**config.mk**
```make
export PLATFORM = sky130hd
export DESIGN_NAME = pipe_hazard_ctrl
export DESIGN_NICKNAME = d
export VERILOG_FILES = /design/src/rtl/pipe_hazard_ctrl_pkg.sv /design/src/rtl/pipe_hazard_ctrl_hazard_detect.sv /design/src/rtl/pipe_hazard_ctrl.sv
export SDC_FILE = /design/constraint.sdc
export NUM_CORES = 1
export LEC_CHECK = 0
export CAP_MARGIN = 10
export CORE_MARGIN = 5
export CORE_UTILIZATION = 50
export CTS_CLUSTER_SIZE = 25
export DETAILED_ROUTE_END_ITERATION = 8
export GPL_ROUTABILITY_DRIVEN = 0
export PLACE_DENSITY_LB_ADDON = 0.15
export SYNTH_ARGS = -nofsm -noshare
export SYNTH_HDL_FRONTEND = slang
export SYNTH_SLANG_ARGS = --single-unit
export TNS_END_PERCENT = 10
```
**constraint.sdc**
```tcl
create_clock -name clk -period 4 [get_ports clk]
set_clock_uncertainty 0.2 [all_clocks]
set_input_delay 0.8 -clock clk [delete_from_list [all_inputs] [get_ports clk]]
set_output_delay 0.8 -clock clk [all_outputs]
set_load 0.02 [all_outputs]
```
**src/rtl/pipe_hazard_ctrl_pkg.sv**
```systemverilog
// Shared definitions for the ID/EXE stall/flush sequencer.
// Latency: n/a (types and constants only).
// Backpressure: n/a.
package pipe_hazard_ctrl_pkg;

    // Register-file address width shared with the rest of the pipeline
    localparam int REG_FILE_ADDR_LEN = 5;

    // Cycles a multiply occupies EXE, issue cycle included
    localparam int DEFAULT_MUL_LAT = 4;

    // Sequencer states: IDLE handles single-cycle hazards, MUL_RUN holds EXE
    typedef enum logic {
        HAZ_IDLE    = 1'b0,
        HAZ_MUL_RUN = 1'b1
    } haz_state_t;

endpackage

```
**src/rtl/pipe_hazard_ctrl_hazard_detect.sv**
```systemverilog
// Load-use compare between the ID sources and a load sitting in EXE.
// Latency: combinational, zero cycles.
// Backpressure: none; the result only feeds stall decisions.
module hazard_detect_unit
    import pipe_hazard_ctrl_pkg::*;
#(
    parameter int REG_ADDR_W = REG_FILE_ADDR_LEN
) (
    input  logic [REG_ADDR_W-1:0] id_src1,
    input  logic [REG_ADDR_W-1:0] id_src2,
    input  logic                  id_two_src,
    input  logic [REG_ADDR_W-1:0] exe_dest,
    input  logic                  exe_mem_r_en,
    output logic                  load_use
);

    // Register 0 is hard-wired, so a load targeting it can never create a hazard
    always_comb begin
        load_use = exe_mem_r_en && (exe_dest != '0) &&
                   ((exe_dest == id_src1) || (id_two_src && (exe_dest == id_src2)));
    end

endmodule

```
**src/rtl/pipe_hazard_ctrl.sv**
```systemverilog
// Stall/flush sequencer around ID/EXE: multiply occupancy, load-use, branch flush.
// Latency: controls are combinational from state and inputs; state updates next edge.
// Backpressure: freezes hold PC/IF/ID/ID-EXE while a multiply runs or a load-use resolves.
module pipe_hazard_ctrl
    import pipe_hazard_ctrl_pkg::*;
#(
    parameter int MUL_LAT    = DEFAULT_MUL_LAT,
    parameter int REG_ADDR_W = REG_FILE_ADDR_LEN,
    parameter int CNT_W      = 32
) (
    input  logic                  clk,
    input  logic                  rst,
    input  logic [REG_ADDR_W-1:0] id_src1,
    input  logic [REG_ADDR_W-1:0] id_src2,
    input  logic                  id_two_src,
    input  logic [REG_ADDR_W-1:0] exe_dest,
    input  logic                  exe_mem_r_en,
    input  logic                  exe_mul_en,
    input  logic                  exe_br_taken,
    output logic                  pc_freeze,
    output logic                  ifid_freeze,
    output logic                  ifid_flush,
    output logic                  idexe_freeze,
    output logic                  idexe_flush,
    output logic                  exe_bubble,
    output logic                  mul_busy,
    output logic [CNT_W-1:0]      stall_cnt
);

    haz_state_t state;
    logic [3:0] cnt;
    logic       load_use;

    hazard_detect_unit #(
        .REG_ADDR_W (REG_ADDR_W)
    ) u_detect (
        .id_src1      (id_src1),
        .id_src2      (id_src2),
        .id_two_src   (id_two_src),
        .exe_dest     (exe_dest),
        .exe_mem_r_en (exe_mem_r_en),
        .load_use     (load_use)
    );

    // Priority: multiply start/run, then taken branch, then load-use; reset silences all
    always_comb begin
        pc_freeze    = 1'b0;
        ifid_freeze  = 1'b0;
        ifid_flush   = 1'b0;
        idexe_freeze = 1'b0;
        idexe_flush  = 1'b0;
        exe_bubble   = 1'b0;
        mul_busy     = (state == HAZ_MUL_RUN);
        if (!rst) begin
            if (state == HAZ_IDLE) begin
                if (exe_mul_en) begin
                    pc_freeze    = 1'b1;
                    ifid_freeze  = 1'b1;
                    idexe_freeze = 1'b1;
                    exe_bubble   = 1'b1;
                end else if (exe_br_taken) begin
                    // The ID instruction is squashed, so its load-use hazard is moot
                    ifid_flush  = 1'b1;
                    idexe_flush = 1'b1;
                end else if (load_use) begin
                    pc_freeze   = 1'b1;
                    ifid_freeze = 1'b1;
                    idexe_flush = 1'b1;
                end
            end else if (cnt != 4'd0) begin
                pc_freeze    = 1'b1;
                ifid_freeze  = 1'b1;
                idexe_freeze = 1'b1;
                exe_bubble   = 1'b1;
            end
        end
    end

    // Multiply sequencer: cnt counts the remaining frozen cycles after the issue cycle
    always_ff @(posedge clk) begin
        if (rst) begin
            state <= HAZ_IDLE;
            cnt   <= 4'd0;
        end else begin
            case (state)
                HAZ_IDLE: begin
                    if (exe_mul_en) begin
                        cnt   <= 4'(MUL_LAT - 2);
                        state <= HAZ_MUL_RUN;
                    end
                end
                HAZ_MUL_RUN: begin
                    if (cnt != 4'd0) begin
                        cnt <= cnt - 4'd1;
                    end else begin
                        state <= HAZ_IDLE;
                    end
                end
                default: begin
                    state <= HAZ_IDLE;
                    cnt   <= 4'd0;
                end
            endcase
        end
    end

    // Saturating count of PC-freeze cycles for performance debug
    always_ff @(posedge clk) begin
        if (rst) begin
            stall_cnt <= '0;
        end else if (pc_freeze && (stall_cnt != '1)) begin
            stall_cnt <= stall_cnt + CNT_W'(1);
        end
    end

endmodule

```
# Yosys cells after proc, flatten, opt, wreduce, memory -nomap -nowiden

Cells that the tools add are included.

Register bits after elaboration: 37
Input bits: 21
Output and inout bits: 39
Logic and storage cells: 40

Add/subtract/negate cells: 2
Eq/ne operators: 5
Muxes and demuxes: 21
Bitwise operators: 1
Reductions and logical operators: 8

Operator list:

| operator                | count |
|---|---|
| $add A32 B1 Y32 const B | 1 |
| $ne A32 B32 Y1 const B  | 1 |
| $mux W1                 | 17 |
| $eq A5 B5 Y1            | 2 |
| $mux W4                 | 2 |
| $pmux W4 S2             | 1 |
| $reduce_bool A5 Y1      | 1 |
| $logic_and A1 B1 Y1     | 4 |
| $reduce_bool A4 Y1      | 1 |
| $sub A4 B1 Y4 const B   | 1 |
| $ne A2 B1 Y1 const B    | 1 |
| $ne A2 B2 Y1 const B    | 1 |
| $pmux W1 S2             | 1 |
| $reduce_and A2 Y1       | 1 |
| $logic_or A1 B1 Y1      | 1 |
| $not A1 Y1              | 1 |

# Depth between registers and ports, before layout

Gate-level depths: netlist (run 1).

Word-level depth: 10
Depth in mapped cells: 9
Gate-level depth less buffers: 8

# By module

A second synthesis (run 1) with hierarchy kept.

Cells, all modules: 235
Area, all modules: 2,024.4 um2

By module, submodules not included:

| module             | instances | cells each | area an instance (um2) | sequential area each (um2) |
|---|---|---|---|---|
| pipe_hazard_ctrl   | 1         | 218        | 1,891.8                | 740.7 |
| hazard_detect_unit | 1         | 17         | 132.6                  | 0.0 |

# Worst setup path after synthesis (run 1)

OpenSTA, ideal clock, no wires.

Kind: input-to-output
From: input exe_dest[0]
To: output pc_freeze
Data arrival time: 2.078 ns
Required time: 3.000 ns
Setup slack: 0.922 ns
Stages: 6
Path buffers: 2
Path through: or4_1 > o21ai_1 > or4_4 > o22ai_4 > buf_2 > buf_4

Word-level cells in the longest chain between the ends: 9
Elaborated cells on any way between the ends: 12
Classes of those cells: 2 x eq/ne; 5 x mux; 5 x reduce/logical

Ends and longest elaborated chain:

| what                   | RTL line                             | source |
|---|---|---|
| start: declaration     | pipe_hazard_ctrl.sv:16               | `input logic [REG_ADDR_W-1:0] exe_dest,` |
| $eq A5 B5 Y1           | pipe_hazard_ctrl_hazard_detect.sv:20 | `((exe_dest == id_src1) \|\| (id_two_src && (exe_dest == id_src2)));` |
| $logic_and A1 B1 Y1    | pipe_hazard_ctrl_hazard_detect.sv:20 |  |
| $logic_or A1 B1 Y1     | pipe_hazard_ctrl_hazard_detect.sv:20 |  |
| $logic_and A1 B1 Y1 *  | pipe_hazard_ctrl_hazard_detect.sv:19 | `load_use = exe_mem_r_en && (exe_dest != '0) &&` |
| $mux W1 * (5 in a row) | --                                   |  |
| end: declaration       | pipe_hazard_ctrl.sv:20               | `output logic pc_freeze,` |

Every way passes the cells marked *; elsewhere a longest branch is shown, timed or not.

# Worst setup path in the final report (run 1)

From: input exe_dest[0]
To: output pc_freeze

Word-level cells in the longest chain between the ends: 9
Elaborated cells on any way between the ends: 12
Classes of those cells: 2 x eq/ne; 5 x mux; 5 x reduce/logical

Ends and longest elaborated chain:

| what                  | RTL line                             | source |
|---|---|---|
| $eq A5 B5 Y1          | pipe_hazard_ctrl_hazard_detect.sv:20 |  |
| $logic_and A1 B1 Y1   | pipe_hazard_ctrl_hazard_detect.sv:20 |  |
| $logic_or A1 B1 Y1    | pipe_hazard_ctrl_hazard_detect.sv:20 |  |
| $logic_and A1 B1 Y1 * | pipe_hazard_ctrl_hazard_detect.sv:19 |  |
| $mux W1 *             | pipe_hazard_ctrl.sv:65               | `end else if (load_use) begin` |
| $mux W1 *             | pipe_hazard_ctrl.sv:61               | `end else if (exe_br_taken) begin` |
| $mux W1 *             | pipe_hazard_ctrl.sv:56               | `if (exe_mul_en) begin` |
| $mux W1 *             | pipe_hazard_ctrl.sv:55               | `if (state == HAZ_IDLE) begin` |
| $mux W1 *             | pipe_hazard_ctrl.sv:54               | `if (!rst) begin` |

Marked as above.

==> impl_metrics.yaml, run 1 <==
clock_tree:
  path_clk_slew_ns: 0.07
  cts_buffers: 5
  cts_tree: "built"
  clkSinkCount: 37
  ctsHoldBuffers: 0
  clockBufferDepth: 2
  post_cts_resized: 0
  insertion_delay_ns: 0.29
  h-tree-depth: 2
  cts_root_buf: "clkbuf_8"
  postCtsSetupRepairBufs: 0
pwr:
  p_sw_w: 0.000194
  clock_power_share_pct: 34.6
  p_seq_share_pct: 50.1
  peakVddDrop_mv: 0.260
  pwr-share-comb_pct: 15.3
  powerDensity_mw_per_mm2: 286
  p_leak_nw: 0.925
  p_int_w: 0.000569
  swShare_pct: 25.4
routing:
  drt-total-wl_mm: 4.90
  drc: 0
  vias: 1902
  dr.pass1.iters: 5
  via_per_inst: 5.55
  drt_iter0_markers: 122
  ant_nets: 0
  wl_per_cell_um: 14.3
yosys:
  syn_nets: 259
  synthArstFlopShare_pct: 0
  ys_types: 37
  synth-seq-cells: 37
  synthCells: 235
  seq_area_frac_synth_pct: 38.0
  syn_avg_cell_area_um2: 8.28
  synth_enable_flop_cells: 0
  synth_area_mm2: 0.00195
  yosysWarningCount: 0
  synth_top_flop_cell: "dfxtp_1"
timing:
  worst_slew_pin_slew_ns: 0.634
  rsz0062_at_grt: "no"
  finalMaxSlewViolations: 0
  finalHoldViolCount: 0
  min_period_ns: 3.82
  max_freq_ghz: 0.262
  setup_viol_count_final: 0
  setup_tns_ns: 0
  fin_crit_sh_pct: 95.5
  relSlewSlack_pct: 57.6
die:
  start_util_pct: 52.4
  rows: 22
  die_y_um: 72.4
  core-area_mm2: 0.00372
  die_area_mm2: 0.00524
  die_x_um: 72.4
  io_pins: 60
setup_path:
  end_kind: "primary output"
  worstPathMaxFanout: 4
  start_kind: "input pin"
  crit_type: "input pin to primary output"
  cp.required_ns: 3.00
  cp.arrival_ns: 2.82
layout:
  diodes: 0
  syn_to_final_growth_pct: 37.1
  drive_above_1_share_pct: 5.42
  fin_nets: 319
  stdcell_count: 343
  fill_cells: 305
grt:
  grt_antenna_before_repair: 0
  grt_max_degree: 41
  track_usage_pct: 19.2
  grt_overflow: 0
  grt_pass1_wl_mm: 8.16
  grt_pass1_vias: 1773
hold_path:
  min_path_type: "flop to flop"
outcome:
  status: "finished clean"
placement:
  place.port_buffers: 59
  dp_hpwl_mm: 3.55
  placed_cells: 336
run:
  drv_cap: 0
[metal layers]
| metal | vias to the layer above | global-route usage, % | routed length [µm] |
|---|---|---|---|
| li1 | 950 | - | - |
| met1 | 898 | 24.7 | 2160 |
| met2 | 47 | 32.8 | 2460 |
| met3 | 7 | 3.88 | 231 |
| met4 | 0 | 5.12 | 55 |
| met5 | - | 0 | 0 |
[worst max-delay path, stage by stage]
cell             delay [ns]
clkdlybuf4s50_1        0.47
or4_1                  0.56
o21ai_1                0.18
or4_4                  0.16
o22ai_4                0.07
clkdlybuf4s50_1        0.57
[cell usage in the layout (no fill, tap or decap), drive strengths merged, types with 4 or more instances in the layout]
master and count:
or3 7, clkdlybuf4s50 59, inv 4, or4 5
a21oi 12, dfxtp 37, and3 10, buf 5
nand3 12, nand4 15, nor2 35, clkbuf 7
nand2 14, nand3b 4, o21ai 9, xor2 28
xnor2 4
[stage by stage]
step	utilization, %	hold slack, ns	instance area, µm²	power [W]	setup slack [ns]
detailed placement	69.5	0.293	2580	0.000508	0.155
CTS	71.8	0.307	2670	0.000767	0.154
floorplan	-	0.262	1950	0.000455	0.922
global placement	69.5	0.283	2580	0.000505	0.183
global route	71.8	0.332	2670	0.000797	0.0436
finish	71.8	0.305	2670	0.000763	0.179
[worst paths after layout]
check | depth (start not counted) | slack (ns) | end | from
setup / recovery | 6 | 0.18 | pc_freeze | exe_dest[0]
hold / removal | 2 | 0.30 | stall_cnt[1]$_SDFFE_PP0P_ | stall_cnt[1]$_SDFFE_PP0P_
setup reg to reg | 9 | 1.04 | stall_cnt[31]$_SDFFE_PP0P_ | cnt[0]$_SDFFE_PP0P_
hold reg to reg | 2 | 0.30 | stall_cnt[1]$_SDFFE_PP0P_ | stall_cnt[1]$_SDFFE_PP0P_
[state kept, by name, summed over array words and instances, names as in the netlist]
register	count
stall_cnt	32
mul_busy	1
cnt	4
[synth_stat cells, drive strengths merged (2+ instances only)]
library cell | count | area [µm²]
inv | 4 | 15.0
nor2b | 3 | 18.8
nand2 | 14 | 55.1
a21oi | 12 | 60.1
clkbuf | 6 | 22.5
or4 | 5 | 41.3
or3 | 7 | 43.8
nor3 | 2 | 10.0
nor2 | 35 | 131
and3 | 10 | 62.6
and4 | 2 | 17.5
nand4 | 15 | 93.8
and2 | 2 | 12.5
xor2 | 28 | 245
nor4 | 3 | 18.8
o31ai | 3 | 22.5
ha | 3 | 37.5
o21ai | 9 | 45.0
nand3 | 12 | 65.1
nor3b | 2 | 15.0
dfxtp | 37 | 741
buf | 5 | 30.0
nand3b | 4 | 30.0
xnor2 | 4 | 35.0
[power groups by stage]
| stage | registers [W] | clock network (W) | logic (W) |
|---|---|---|---|
| final | 0.000382 | 0.000264 | 0.000117 |
| after global routing | 0.000384 | 0.000287 | 0.000126 |
| after CTS | 0.000382 | 0.000267 | 0.000117 |
| after detailed placement | 0.000391 | 0 | 0.000117 |
| after global placement | 0.000391 | 0 | 0.000114 |
| after floorplan | 0.000394 | 0 | 0.0000615 |
[cell type report]
| type | instances | area, µm² | share of cell area (%) |
|---|---|---|---|
| inverter | 4 | 15.0 | 0.563 |
| timing repair buffer | 64 | 628 | 23.5 |
| sequential | 37 | 741 | 27.8 |
| tap | 48 | 60.1 | 2.25 |
| clock buffer | 7 | 86.3 | 3.23 |
| multi-input combinational | 183 | 1140 | 42.7 |
[cell families after synthesis]
family	after synthesis	synth area share [%]
compound gates	30	9.70
xor+xnor	32	14.4
fa+ha+maj	3	1.93
buf+inv	15	3.47
flops	37	38.0
mux	1	0.514
simple gates	117	31.9
No activity file was read; power rests on OpenSTA's default activity.
==> inputs of run 2 (changes only) <==
Settings changed: CORE_UTILIZATION 50 to 51, PLACE_DENSITY from default to 0.87, PLACE_DENSITY_LB_ADDON 0.15 to default, SYNTH_HIERARCHICAL from default to 1.
==> run 2 against run 1 <==
Against the previous run: via count rose by 4.7%; sequential power barely moved; final cell count rose by 0.87%; sequential share of layout area fell by 0.95 points; register-to-register slack improved by 0.11 ns; flip-flop and latch count did not move; core utilization fell by 1.2 points; die area rose by 1.7%.
==> impl_metrics.yaml, run 2 <==
timing:
  worst_slew_pin_slew_ns: 0.975
  max_freq_ghz: 0.261
  finalMaxSlewViolations: 0
  whs_ns: 0.290
  rsz0062_at_grt: "no"
  finalHoldViolCount: 0
  setup_viol_count_final: 0
  relSlewSlack_pct: 35.0
  min_period_ns: 3.83
  final.setup.worst_slack_ns: 0.174
  fin_crit_sh_pct: 95.7
placement:
  dp_hpwl_mm: 3.55
  place.port_buffers: 59
  dpl_worst_slack_ns: -0.144
  placed_cells: 339
layout:
  largest_register_ffs: 32
  syn_to_final_growth_pct: 36.5
  diodes: 0
  fill_cells: 327
  stdcell_count: 346
  utilization_pct: 70.6
  final_cell_mix: "clkdlybuf4s50_1 (56), dfxtp_1 (37), a21oi_1 (31)"
  layout_commonest_cell: "clkdlybuf4s50_1"
  largest-register: "stall_cnt"
  drive_above_1_share_pct: 7.43
  fin_nets: 320
setup_path:
  crit_family: "buffers and inverters"
  start_kind: "input pin"
  cp.required_ns: 3.00
  worstPathMaxFanout: 3
  crit_type: "input pin to primary output"
  cp_slowest_cell: "clkdlybuf4s50_1"
  cp_num_buf_inv: 2
  cp.arrival_ns: 2.83
  worstPathCellList: "clkdlybuf4s50_1 -> xor2_1 -> nor4_2 -> nand3_1 -> a21oi_1 -> nand2b_1 -> a211oi_4 -> dlygate4sd2_1"
  slowest_delay_ns: 0.47
  end_kind: "primary output"
routing:
  dr.pass1.iters: 4
  ant_nets: 0
  drt-total-wl_mm: 4.76
  drt_iter0_markers: 111
  via_per_inst: 5.76
  vias: 1992
  drc: 0
  wl_per_cell_um: 13.8
clock_tree:
  cts_root_buf: "clkbuf_8"
  clkSinkCount: 37
  ctsHoldBuffers: 0
  cts_tree: "built"
  h-tree-depth: 2
  postCtsSetupRepairBufs: 0
  insertion_delay_ns: 0.29
  cts_buffers: 5
  clockBufferDepth: 2
  path_clk_slew_ns: 0.07
die:
  start_util_pct: 51.7
  rows: 23
  core-area_mm2: 0.00391
  io_pins: 60
  die_y_um: 73.0
  die_area_mm2: 0.00533
  die_x_um: 73.0
grt:
  grt_pass1_vias: 1925
  grt_overflow: 0
  grt_max_degree: 30
  grt_pass1_wl_mm: 8.40
  grtUsageMet3_pct: 6.06
  use_met2_pct: 33.4
  grt_use_met1_pct: 22.0
  grt_antenna_before_repair: 0
  track_usage_pct: 19.7
  gr-max-usage-layer: "met2"
pwr:
  p_leak_nw: 0.909
  powerDensity_mw_per_mm2: 294
  peakVddDrop_mv: 0.236
  p_total_w: 0.000812
yosys:
  synth_area_mm2: 0.00202
  synth.area.top_cells: "dfxtp_1 (37%), a21oi_1 (7.7%), or3_1 (6.8%)"
  synth_compound_area_share_pct: 21.8
  syn_avg_cell_area_um2: 8.61
  synth-simple-area-share_pct: 29.5
  yosysWarningCount: 6
  synthArstFlopShare_pct: 0
  synthMuxAreaShare_pct: 0.989
  ys_types: 42
  synth_area_leader_cell: "dfxtp_1"
  synth_common_cells: "dfxtp_1 (37), a21oi_1 (31), or3_1 (22)"
  yosys.area_share.adder_pct: 1.85
  seq_area_frac_synth_pct: 36.6
  synth_enable_flop_cells: 0
  synth_xor_xnor_area_share_pct: 5.62
  netlist.area_leader.share_pct: 36.6
  synth-seq-cells: 37
  synth_top_family_by_area: "simple AND/OR/NAND/NOR gates"
  syn_nets: 259
  synth_top_flop_cell: "dfxtp_1"
  synthCells: 235
  synth_most_common_cell: "dfxtp_1"
run:
  drv_cap: 0
hold_path:
  min_path_type: "flop to flop"
outcome:
  status: "finished clean"
run 2: changes by cell type after synthesis, sizes merged, moves of 8 or more:
cell,delta
or3,+15
xor2,-19
o21ai,+16
nand4,-8
and4,+8
nor2,-25
a21oi,+19
run 2: what timing repair did:
item	4_1_cts	5_1_grt
hold endpoints to repair	0	0
resized for setup	2	1
setup endpoints to repair	2	1
run 2: logic make-up after synthesis:
logic type                 after synthesis
buffers and inverters                   14
AOI/OAI and AO/OA                       70
adders and majority gates                3
and+or+nand+nor                         96
xor gates and xnor gates                13
DFF                                     37
muxes                                    2
run 2: through the flow:
| step | area [µm²] | setup TNS [ns] |
|---|---|---|
| 6_report | 2760 | 0 |
| 3_5_place_dp | 2660 | -0.263 |
| 5_1_grt | 2760 | 0 |
| 4_1_cts | 2760 | 0 |
| 3_3_place_gp | 2660 | -0.0851 |
| 2_1_floorplan | 2020 | 0 |
run 2: final timing paths:
| path | start | end | slack, ns | cells past startpoint |
|---|---|---|---|---|
| worst max-delay path | exe_dest[0] | ifid_freeze | 0.17 | 8 |
| worst min-delay path | stall_cnt[24]$_SDFFE_PP0P_ | stall_cnt[24]$_SDFFE_PP0P_ | 0.29 | 2 |
| worst max register to register | stall_cnt[0]$_SDFFE_PP0P_ | stall_cnt[12]$_SDFFE_PP0P_ | 1.15 | 7 |
| worst min register to register | stall_cnt[24]$_SDFFE_PP0P_ | stall_cnt[24]$_SDFFE_PP0P_ | 0.29 | 2 |
run 2: layout make-up:
| type | instances | area [µm²] | share of cell area, % |
|---|---|---|---|
| multi-input combinational | 184 | 1210 | 43.8 |
| sequential | 37 | 741 | 26.8 |
| clock inverter | 2 | 35.0 | 1.27 |
| clock buffer | 5 | 68.8 | 2.49 |
| timing repair buffer | 65 | 636 | 23.0 |
| inverter | 3 | 11.3 | 0.407 |
| tap | 50 | 62.6 | 2.26 |
run 2: tightest hold or removal path: stages (launching register included):
cell	delay, ns
dfxtp_1	0.33
o31ai_1	0.06
a21oi_1	0.05
run 2: power breakdown:
group          total (W)  internal (W)  switching, W
clock network   0.000308      0.000181      0.000127
logic           0.000119     0.0000590     0.0000600
registers       0.000385      0.000375    0.00000933
run 2: layer usage:
metal | vias to the layer above | wire (µm) | share of wire [%]
met5 | - | 0 | 0
li1 | 1016 | - | -
met3 | 11 | 336 | 7.1
met1 | 913 | 2000 | 42
met2 | 52 | 2340 | 49
met4 | 0 | 89 | 1.9
==> inputs of run 3 (changes only) <==
Settings changed: CAP_MARGIN 10 to 40.
==> run 3 against run 2 <==
Against the previous run: clock power grew 9.1%; worst hold slack improved by 0.0031 ns; power is 3.8% higher; via count is 3.2% higher; fmax decreased by 0.37%; sequential power about the same; flip-flop and latch count did not move; clock-buffer cell count rose by 1; highest routed layer unchanged; sequential share of layout area is 0.30 points lower; design area up 1.1%; final cell count up 0.58%.
==> impl_metrics.yaml, run 3 (synthesis gave the netlist of run 2 again) <==
clock_tree:
  path_clk_slew_ns: 0.08
  h-tree-depth: 2
  ctsHoldBuffers: 0
  cts_buffers: 5
  cts_tree: "built"
  postCtsSetupRepairBufs: 0
  cts_root_buf: "clkbuf_8"
  clockBufferDepth: 2
  clkSinkCount: 37
  insertion_delay_ns: 0.29
setup_path:
  worstPathMaxFanout: 3
  cp.arrival_ns: 2.84
  end_kind: "primary output"
  cp.required_ns: 3.00
  crit_type: "input pin to primary output"
  start_kind: "input pin"
pwr:
  p_leak_nw: 0.920
  powerDensity_mw_per_mm2: 301
  p_total_w: 0.000843
  peakVddDrop_mv: 0.154
layout:
  layout_commonest_cell: "clkdlybuf4s50_1"
  largest-register: "stall_cnt"
  seqCellArea_um2: 741
  diodes: 0
  fill_cells: 321
  largest_register_ffs: 32
  fin_nets: 321
  finalInstanceArea_mm2: 0.00280
  multi_input_area_mm2: 0.00121
  drive_above_1_share_pct: 8.05
  final_cell_mix: "clkdlybuf4s50_1 (56), dfxtp_1 (37), a21oi_1 (31)"
  syn_to_final_growth_pct: 38.1
placement:
  placed_area_mm2: 0.00268
  dpl_worst_slack_ns: -0.161
  place.port_buffers: 59
  dp_hpwl_mm: 3.64
grt:
  grt_pass1_wl_mm: 8.45
  grt_antenna_before_repair: 0
  grt_max_degree: 23
  grt_pass1_vias: 2024
  grt_overflow: 0
  track_usage_pct: 19.7
routing:
  ant_nets: 0
  via_per_inst: 5.91
  drc: 0
  vias: 2055
  drt_iter0_markers: 145
  drt-total-wl_mm: 4.83
  dr.pass1.iters: 4
  wl_per_cell_um: 13.9
timing:
  fin_crit_sh_pct: 96.0
  min_period_ns: 3.84
  worst_slew_pin_slew_ns: 0.527
  final.setup.worst_slack_ns: 0.160
  rsz0062_at_grt: "no"
  finalMaxSlewViolations: 0
  setup_viol_count_final: 0
  finalHoldViolCount: 0
  relSlewSlack_pct: 64.7
  max_freq_ghz: 0.260
die:
  die_area_mm2: 0.00533
  start_util_pct: 51.7
  io_pins: 60
  die_y_um: 73.0
  rows: 23
  die_x_um: 73.0
  core-area_mm2: 0.00391
outcome:
  status: "finished clean"
run:
  drv_cap: 0
hold_path:
  min_path_type: "flop to flop"
run 3: where the power goes:
group          switching (W)  internal, W  total, W
Clock               0.000133     0.000203  0.000336
Sequential        0.00000894     0.000375  0.000384
Combinational      0.0000610    0.0000617  0.000123
run 3: final timing paths:
check | startpoint | end | slack, ns | cells after the start
worst min register to register | stall_cnt[24]$_SDFFE_PP0P_ | stall_cnt[24]$_SDFFE_PP0P_ | 0.29 | 2
worst max-delay path | exe_dest[0] | ifid_freeze | 0.16 | 8
worst max register to register | cnt[0]$_SDFFE_PP0P_ | stall_cnt[31]$_SDFFE_PP0P_ | 1.44 | 9
worst min-delay path | stall_cnt[24]$_SDFFE_PP0P_ | stall_cnt[24]$_SDFFE_PP0P_ | 0.29 | 2
run 3: layout make-up:
type                            instances  share of cell area, %
Tap cell                               50                   2.24
Sequential cell                        37                   26.5
Multi-Input combinational cell        184                   43.3
Clock buffer                            6                   2.95
Timing Repair Buffer                   66                   23.3
Clock inverter                          2                   1.34
Inverter                                3                  0.403
run 3: metrics by stage:
| step | hold WS [ns] | std cells | utilization (%) | setup TNS, ns |
|---|---|---|---|---|
| after floorplan | 0.287 | 235 | - | 0 |
| after global placement | 0.277 | 339 | 68.0 | -0.0851 |
| after detailed placement | 0.284 | 340 | 68.4 | -0.299 |
| after CTS | 0.294 | 348 | 71.4 | 0 |
| after global routing | 0.329 | 348 | 71.4 | 0 |
| final | 0.293 | 348 | 71.4 | 0 |
run 3: layer usage:
metal / part of all wire (%) / global-route usage (%) / vias to the layer above
met5: 0 / 0 / -
met4: 1.9 / 10.2 / 0
met3: 6.3 / 4.55 / 10
met2: 50 / 34.4 / 54
met1: 41 / 22.0 / 973
li1: - / - / 1018
run 3: worst max-delay path, stage by stage:
cell,delay (ns)
clkdlybuf4s50_1,0.47
xor2_1,0.20
nor4_2,0.24
nand3_1,0.10
a21oi_1,0.21
nand2b_1,0.12
a211oi_4,0.30
dlygate4sd2_1,0.39
run 3: repair_timing:
action,in CTS,in global routing
setup endpoints to repair,2,1
cloned,0,0
resized for setup,2,1
